<file path="src/rtl/risc_program_loader.sv">
// Program loader and run supervisor for Veri_Risc: streams bytes into memory, holds the CPU in reset, then times the run until halt.
// Optional run-cycle limit enabled by defining RISC_LOADER_TIMEOUT_EN.
module risc_program_loader #(
    parameter int ADDR_WIDTH   = 5,
    parameter int DATA_WIDTH   = 8,
    parameter int LOAD_WORDS   = 32,
    parameter int RESET_CYCLES = 1,
    parameter int CNT_WIDTH    = 16,
    parameter int MAX_CYCLES   = 1000
) (
    input  logic                  clk,
    input  logic                  rst,
    input  logic                  start,
    input  logic                  in_valid,
    input  logic [DATA_WIDTH-1:0] in_data,
    output logic                  in_ready,
    output logic                  mem_we,
    output logic [ADDR_WIDTH-1:0] mem_addr,
    output logic [DATA_WIDTH-1:0] mem_wdata,
    output logic                  cpu_rst,
    input  logic                  cpu_halt,
    output logic                  busy,
    output logic                  done,
    output logic [CNT_WIDTH-1:0]  cycles,
    output logic                  timeout
);

    typedef enum logic [2:0] {S_IDLE, S_LOAD, S_HOLD, S_RUN, S_DONE} state_t;

    localparam int HOLD_WIDTH = $clog2(RESET_CYCLES + 1);
    localparam logic [ADDR_WIDTH-1:0] LAST_ADDR = ADDR_WIDTH'(LOAD_WORDS - 1);
    localparam logic [HOLD_WIDTH-1:0] HOLD_LAST = HOLD_WIDTH'(RESET_CYCLES);
    localparam logic [CNT_WIDTH-1:0]  CNT_SAT   = '1;

`ifdef RISC_LOADER_TIMEOUT_EN
    localparam logic [CNT_WIDTH-1:0]  CNT_LIMIT = CNT_WIDTH'(MAX_CYCLES);
`else
    logic unused_max_cycles;
    assign unused_max_cycles = |MAX_CYCLES;
`endif

    state_t                  state_q, state_d;
    logic [ADDR_WIDTH-1:0]   ptr_q, ptr_d;
    logic [HOLD_WIDTH-1:0]   hold_cnt_q, hold_cnt_d;
    logic                    mem_we_q, mem_we_d;
    logic [ADDR_WIDTH-1:0]   mem_addr_q, mem_addr_d;
    logic [DATA_WIDTH-1:0]   mem_wdata_q, mem_wdata_d;
    logic                    cpu_rst_q, cpu_rst_d;
    logic                    done_q, done_d;
    logic [CNT_WIDTH-1:0]    cycles_q, cycles_d;
    logic                    timeout_q, timeout_d;

    always_comb begin
        state_d     = state_q;
        ptr_d       = ptr_q;
        hold_cnt_d  = hold_cnt_q;
        mem_we_d    = 1'b0;
        mem_addr_d  = mem_addr_q;
        mem_wdata_d = mem_wdata_q;
        cpu_rst_d   = cpu_rst_q;
        done_d      = done_q;
        cycles_d    = cycles_q;
        timeout_d   = timeout_q;

        case (state_q)
            S_IDLE, S_DONE: begin
                if (start) begin
                    state_d   = S_LOAD;
                    cpu_rst_d = 1'b1;
                    done_d    = 1'b0;
                    cycles_d  = '0;
                    timeout_d = 1'b0;
                    ptr_d     = '0;
                end
            end
            S_LOAD: begin
                if (in_valid) begin
                    mem_we_d    = 1'b1;
                    mem_addr_d  = ptr_q;
                    mem_wdata_d = in_data;
                    ptr_d       = ptr_q + 1'b1;
                    if (ptr_q == LAST_ADDR) begin
                        state_d    = S_HOLD;
                        hold_cnt_d = '0;
                    end
                end
            end
            S_HOLD: begin
                // The last write strobe retires on the first HOLD edge, so the CPU stays in reset through it.
                if (hold_cnt_q == HOLD_LAST) begin
                    state_d   = S_RUN;
                    cpu_rst_d = 1'b0;
                end else begin
                    hold_cnt_d = hold_cnt_q + 1'b1;
                end
            end
            S_RUN: begin
                if (cpu_halt) begin
                    state_d = S_DONE;
                    done_d  = 1'b1;
                end
`ifdef RISC_LOADER_TIMEOUT_EN
                else if (cycles_q == CNT_LIMIT) begin
                    state_d   = S_DONE;
                    done_d    = 1'b1;
                    timeout_d = 1'b1;
                    cpu_rst_d = 1'b1;
                end
`endif
                else if (cycles_q != CNT_SAT) begin
                    cycles_d = cycles_q + 1'b1;
                end
            end
            default: state_d = S_IDLE;
        endcase
    end

    always_ff @(posedge clk or posedge rst) begin
        if (rst) begin
            state_q     <= S_IDLE;
            ptr_q       <= '0;
            hold_cnt_q  <= '0;
            mem_we_q    <= 1'b0;
            mem_addr_q  <= '0;
            mem_wdata_q <= '0;
            cpu_rst_q   <= 1'b1;
            done_q      <= 1'b0;
            cycles_q    <= '0;
            timeout_q   <= 1'b0;
        end else begin
            state_q     <= state_d;
            ptr_q       <= ptr_d;
            hold_cnt_q  <= hold_cnt_d;
            mem_we_q    <= mem_we_d;
            mem_addr_q  <= mem_addr_d;
            mem_wdata_q <= mem_wdata_d;
            cpu_rst_q   <= cpu_rst_d;
            done_q      <= done_d;
            cycles_q    <= cycles_d;
            timeout_q   <= timeout_d;
        end
    end

    assign in_ready  = (state_q == S_LOAD);
    assign busy      = (state_q == S_LOAD) || (state_q == S_HOLD) || (state_q == S_RUN);
    assign mem_we    = mem_we_q;
    assign mem_addr  = mem_addr_q;
    assign mem_wdata = mem_wdata_q;
    assign cpu_rst   = cpu_rst_q;
    assign done      = done_q;
    assign cycles    = cycles_q;
    assign timeout   = timeout_q;

endmodule

</file>
<file path="config.mk">
export PLATFORM = sky130hd
export DESIGN_NAME = risc_program_loader
export DESIGN_NICKNAME = d
export VERILOG_FILES = /design/src/rtl/risc_program_loader.sv
export SDC_FILE = /design/constraint.sdc
export NUM_CORES = 1
export LEC_CHECK = 0
export ABC_AREA = 1
export BUFFER_PORTS_ARGS = -buffer_cell sky130_fd_sc_hd__buf_2
export CAP_MARGIN = 20
export CORE_MARGIN = 2
export CORE_UTILIZATION = 55
export CTS_CLUSTER_DIAMETER = 30
export CTS_CLUSTER_SIZE = 28
export DETAILED_ROUTE_END_ITERATION = 8
export MAX_ROUTING_LAYER = met4
export PLACE_DENSITY = 0.81
export SYNTH_ARGS = -nofsm -noshare
export SYNTH_HDL_FRONTEND = slang
export SYNTH_SLANG_ARGS = --single-unit
</file>
<file path="constraint.sdc">
create_clock -name clk -period 2.1 [get_ports clk]
set_input_delay 0.42 -clock clk [delete_from_list [all_inputs] [get_ports clk]]
set_output_delay 0.42 -clock clk [all_outputs]
set_load 0.03 [all_outputs]
</file>
Yosys cells after proc, flatten, opt, wreduce, memory -nomap -nowiden
Index checks and enable logic that the tools add are counted.
- bits in registers: 41
- logic and storage cells: 65
- add/sub/neg operators: 3
- equal/unequal tests: 13
- multiplexer cells: 25
- reductions and logical operators: 15
- operators with widths (operator ; count):
    2-to-1 mux 16 bit ; 3
    one-hot mux 16 bit (2 select lines) ; 1
    adder 16 x 1 -> 16 bit (second input constant) ; 1
    inequality test 16 bit (second input constant) ; 1
    2-to-1 mux 3 bit ; 5
    inequality test 2 bit (second input constant) ; 6
    one-hot mux 3 bit (4 select lines) ; 1
    AND reduction 3 bit ; 4
    2-to-1 mux 5 bit ; 2
    one-hot mux 5 bit (2 select lines) ; 1
    2-to-1 mux 1 bit ; 9
    nonzero test 2 bit ; 4
    == test 3 x 2 -> 1 bit (second input constant) ; 2
    one-hot mux 1 bit (2 select lines) ; 3
    adder 5 x 1 -> 5 bit (second input constant) ; 1
    == test 5 bit (second input constant) ; 1
    AND reduction 5 bit ; 1
    AND reduction 4 bit ; 1
    == test 3 x 1 -> 1 bit (second input constant) ; 1
    == test 3 bit (second input constant) ; 1
    logical NOT 3 bit ; 1
    logical OR 1 bit ; 2
    inequality test 2 x 1 -> 1 bit (second input constant) ; 1
    AND reduction 2 bit ; 1
    2 further kinds ; 2

Longest topological paths before layout
- word-level depth: 4
- depth in mapped cells: 11
- mapped depth without buffers: 11

Worst setup path after synthesis
Ideal clock, no wire load.
- kind: reg2reg
- from: register cycles_q[1], in the netlist cycles[1]
- to: register cycles_q[12], in the netlist cycles[12]
- setup time: 119 ps
- data arrival time: 1505 ps
- slack: 476 ps
- stages on the path, launching flop included: 10
- buffers on the path: 1
- clock period less this slack: 1624 ps
- path through: dfrtp_1 > ha_1 > nand2_1 > nor2_2 > nand4_1 > nand2_2 > nand2_2 > buf_6 > nand2_1 > o21ai_2
- longest elaborated chain between the ends: 4
- RTL lines (what ; RTL line ; RTL):
    from (decl) ; 50 ; logic [CNT_WIDTH-1:0] cycles_q, cycles_d;
    from (signal assigned) ; 139 ; cycles_q <= cycles_d;
    adder 16 x 1 -> 16 bit ; 111 ; cycles_d = cycles_q + 1'b1;
    2-to-1 mux 16 bit ; 110 ; else if (cycles_q != CNT_SAT) begin
    2-to-1 mux 16 bit ; 98 ; if (cpu_halt) begin
    one-hot mux 16 bit (2 select lines) ; 65 ; case (state_q)
Parallel ways exist; a longest one is shown, timed or not. The select of a mux whose other input is x is not followed.
A chain may end at the register's enable or synchronous reset.

Worst setup path in the final report
- from: register state_q[2]
- to: output port in_ready
- longest elaborated chain between the ends: 1
- RTL lines (what ; RTL line ; RTL):
    from (decl) ; 42 ; state_t state_q, state_d;
    from (signal assigned) ; 131 ; state_q <= state_d;
    == test 3 x 1 -> 1 bit ; 144 ; assign in_ready = (state_q == S_LOAD);
    to (decl) ; 16 ; output logic in_ready,
No other way between the ends.

==> metrics <==
yosys warns=0; Num CTS Buffers=5; Final TNS setup=0 ns; # resized after CTS=0; GRT met3 Usage=6.42%; fin util=67.1%; buffer count from post-CTS setup fixing=0; layout cells sized above 1=21.7%; Final HPWL DP=3.33 mm; cell family with most CP delay=flip-flops; nets=351; Hold Fails Final Rpt=0; outcome=complete, no violations; syn nets=303; crit path launch type=flip-flop; via count=1,965; Final Power=2.97 mW; I/O pins=48; Synth Register Bits=41; Wirelength per Cell=12.2 microns; sequential area share after synthesis=46.9%; antenna cells=0; GR Util All Layers=24.7%; core area=0.00374 sq mm; Compound-Gate Fraction of Synth Area=8.62%; largest cells by area after synthesis=dfrtp_1 46%, nand2_1 16%, nand3_1 6.9%; DRT iter0 DRCs=220; Die X=67.1 microns; Avg Cell Area, Syn=7.63 sq um; cell taking the most area after synthesis=dfrtp_1; worst skew pair latency=0.30 ns; gr busiest metal=met2; final clock skew=0.00769 ns; Final GP Congestion=0.882; Worst-path clk slew=0.08 ns; initial antenna violation count=0; WP buf/inv=1; Mapped Area=0.00219 sq mm; Initial Utilization=58.5%; worst-margin pin slew=0.502 ns; grt total ovfl=0; M2 GR Usage=39.0%; period utilisation layout=85.0%; Slew Limit Fails=0; Post-synth EDFFs=0; VDD IR max=0.000735 V; post-synthesis mux area share=0%; Simple-Gate Fraction of Synth Area=32.6%; slew margin rel.=66.6%; non-filler instance count after layout=384; Antenna Nets Post-Route=0; min Tclk post-route=1.78 ns; TritonCTS clock tree=built; Worst setup EP type=output port; fillers=343; Post-Synth Adder-Cell Area=1.71%; vias in the first global route=1,863; DRC Markers=0; die area=0.00450 sq mm; Max Cap Viol=0; fmax=560 MHz; final wirelength=4.67 mm; static leakage=1.40 nW; Netlist cell types=29; Syn Inst Count=287; xor and xnor area share after synthesis=0.800%; CP Class=reg -> out; Sink Count=41; Clock Path Buffers=2; class of the worst hold path=in -> async; largest family of logic cells by synthesized area=simple AND/OR/NAND/NOR gates; Synth top area share=45.7%; Synth Flop Type=dfrtp_1; Die Y=67.1 microns; CP peak stage delay=0.45 ns; row count=22; Pwr Density=1180 mW/mm^2; H-tree depth=2; Placed Instances=376; CP cell instances=nor3_4 -> buf_2; largest net degree at the start of global routing=42; async set-reset flop share out of synthesis=100%; Worst path slowest cell=dfrtp_1; CP Max Fanout=7; # hold bufs at CTS=0; # port buffers=46; met1 usage=31.0%; router iterations before antenna repair=4; CTS root buffer=clkbuf_8; crit path DAT=1.36 ns; first-pass GRT wire length=8.15 mm; WP data required=1.68 ns; routed vias/inst=5.12; RSZ-0062 raised after global routing=no; area grow syn2layout=14.7%; Final setup viols=0
-- registers in the layout (all words and copies together) (netlist names) --
| signal | cells |
|---|---|
| mem_wdata | 8 |
| hold_cnt_q | 1 |
| done | 1 |
| ptr_q | 5 |
| mem_we | 1 |
| cpu_rst | 1 |
| cycles | 16 |
| state_q | 3 |
| mem_addr | 5 |
-- report_power, final --
| group | switching (mW) | total, mW | internal (mW) |
|---|---|---|---|
| clock network | 0.263 | 0.493 | 0.230 |
| registers | 0.158 | 1.17 | 1.01 |
| logic | 0.945 | 1.31 | 0.369 |
| total | 1.37 | 2.97 | 1.61 |
-- layer usage --
| metal | up-vias | part of all wire [%] |
|---|---|---|
| li1 | 1000 | - |
| met1 | 885 | 44 |
| met2 | 73 | 47 |
| met4 | 0 | 1.5 |
| met3 | 7 | 6.6 |
| met5 | - | 0 |
-- cell type report --
| cell class | instances | area [sq um] | area share (%) |
|---|---|---|---|
| clock buffers | 6 | 72.6 | 2.89 |
| flip-flops and latches | 41 | 1030 | 40.9 |
| multi-input cells | 205 | 962 | 38.3 |
| inverters | 32 | 120 | 4.78 |
| repair buffers | 50 | 260 | 10.4 |
| well taps | 48 | 60.1 | 2.39 |
| clock inverters | 2 | 10.0 | 0.398 |
-- stage by stage --
step                hold slack [ns]  instance area, sq um  setup slack [ns]
floorplan                     0.433                  2190             0.476
global placement              0.451                  2430             0.473
detailed placement            0.456                  2430             0.419
CTS                           0.252                  2510             0.288
global route                  0.283                  2510             0.195
finish                        0.237                  2510             0.316
-- path summary, 6_finish.rpt --
kind	start	end	slack [ns]	cells past startpoint
worst max-delay path	state_q[2]	in_ready	0.32	2
worst max register to register	cycles[0]	cycles[3]	0.40	8
min in group clk	in_data[4]	mem_wdata[4]	0.32	3
worst min register to register	cpu_rst	cpu_rst	0.46	2
worst min-delay path	rst	cycles[10]	0.24	3
max in group asynchronous	rst	cpu_rst	1.50	3
-- synth_stat cells, drive strengths merged (2+ instances only) --
| master | number |
|---|---|
| xor2 | 2 |
| a21oi | 8 |
| o21bai | 2 |
| nor3 | 3 |
| inv | 32 |
| nand4 | 3 |
| nand3 | 30 |
| buf | 9 |
| nor2 | 32 |
| nand2 | 98 |
| o21ai | 20 |
| dfrtp | 40 |
| ha | 3 |
-- logic make-up (layout without fill, tap and decap cells) --
logic type                 after synthesis  after routing
other                                    1              1
xor gates and xnor gates                 2              2
adders and majority gates                3              3
AOI/OAI and AO/OA                       32             32
buffers and inverters                   41             90
and+or+nand+nor                        167            167
DFF                                     41             41
-- tightest hold or removal path, delay by kind of cell --
family | cells | cell delay (ns)
buffers and inverters | 3 | 0.56
-- cell usage in the layout (no fill, tap or decap), drive strengths merged --
master	netlist	layout
dfrtp	40	40
clkinv	0	2
ha	3	3
a21o	1	1
o21ai	20	20
nand3	30	30
buf	9	50
or2	1	1
inv	32	32
nor3	3	3
conb	1	1
nor2	32	32
nand2	98	98
clkbuf	0	6
dfstp	1	1
xor2	2	2
a21oi	8	8
nand4	3	3
o21bai	2	2
o21a	1	1
No activity file was read; power rests on OpenSTA's default activity.
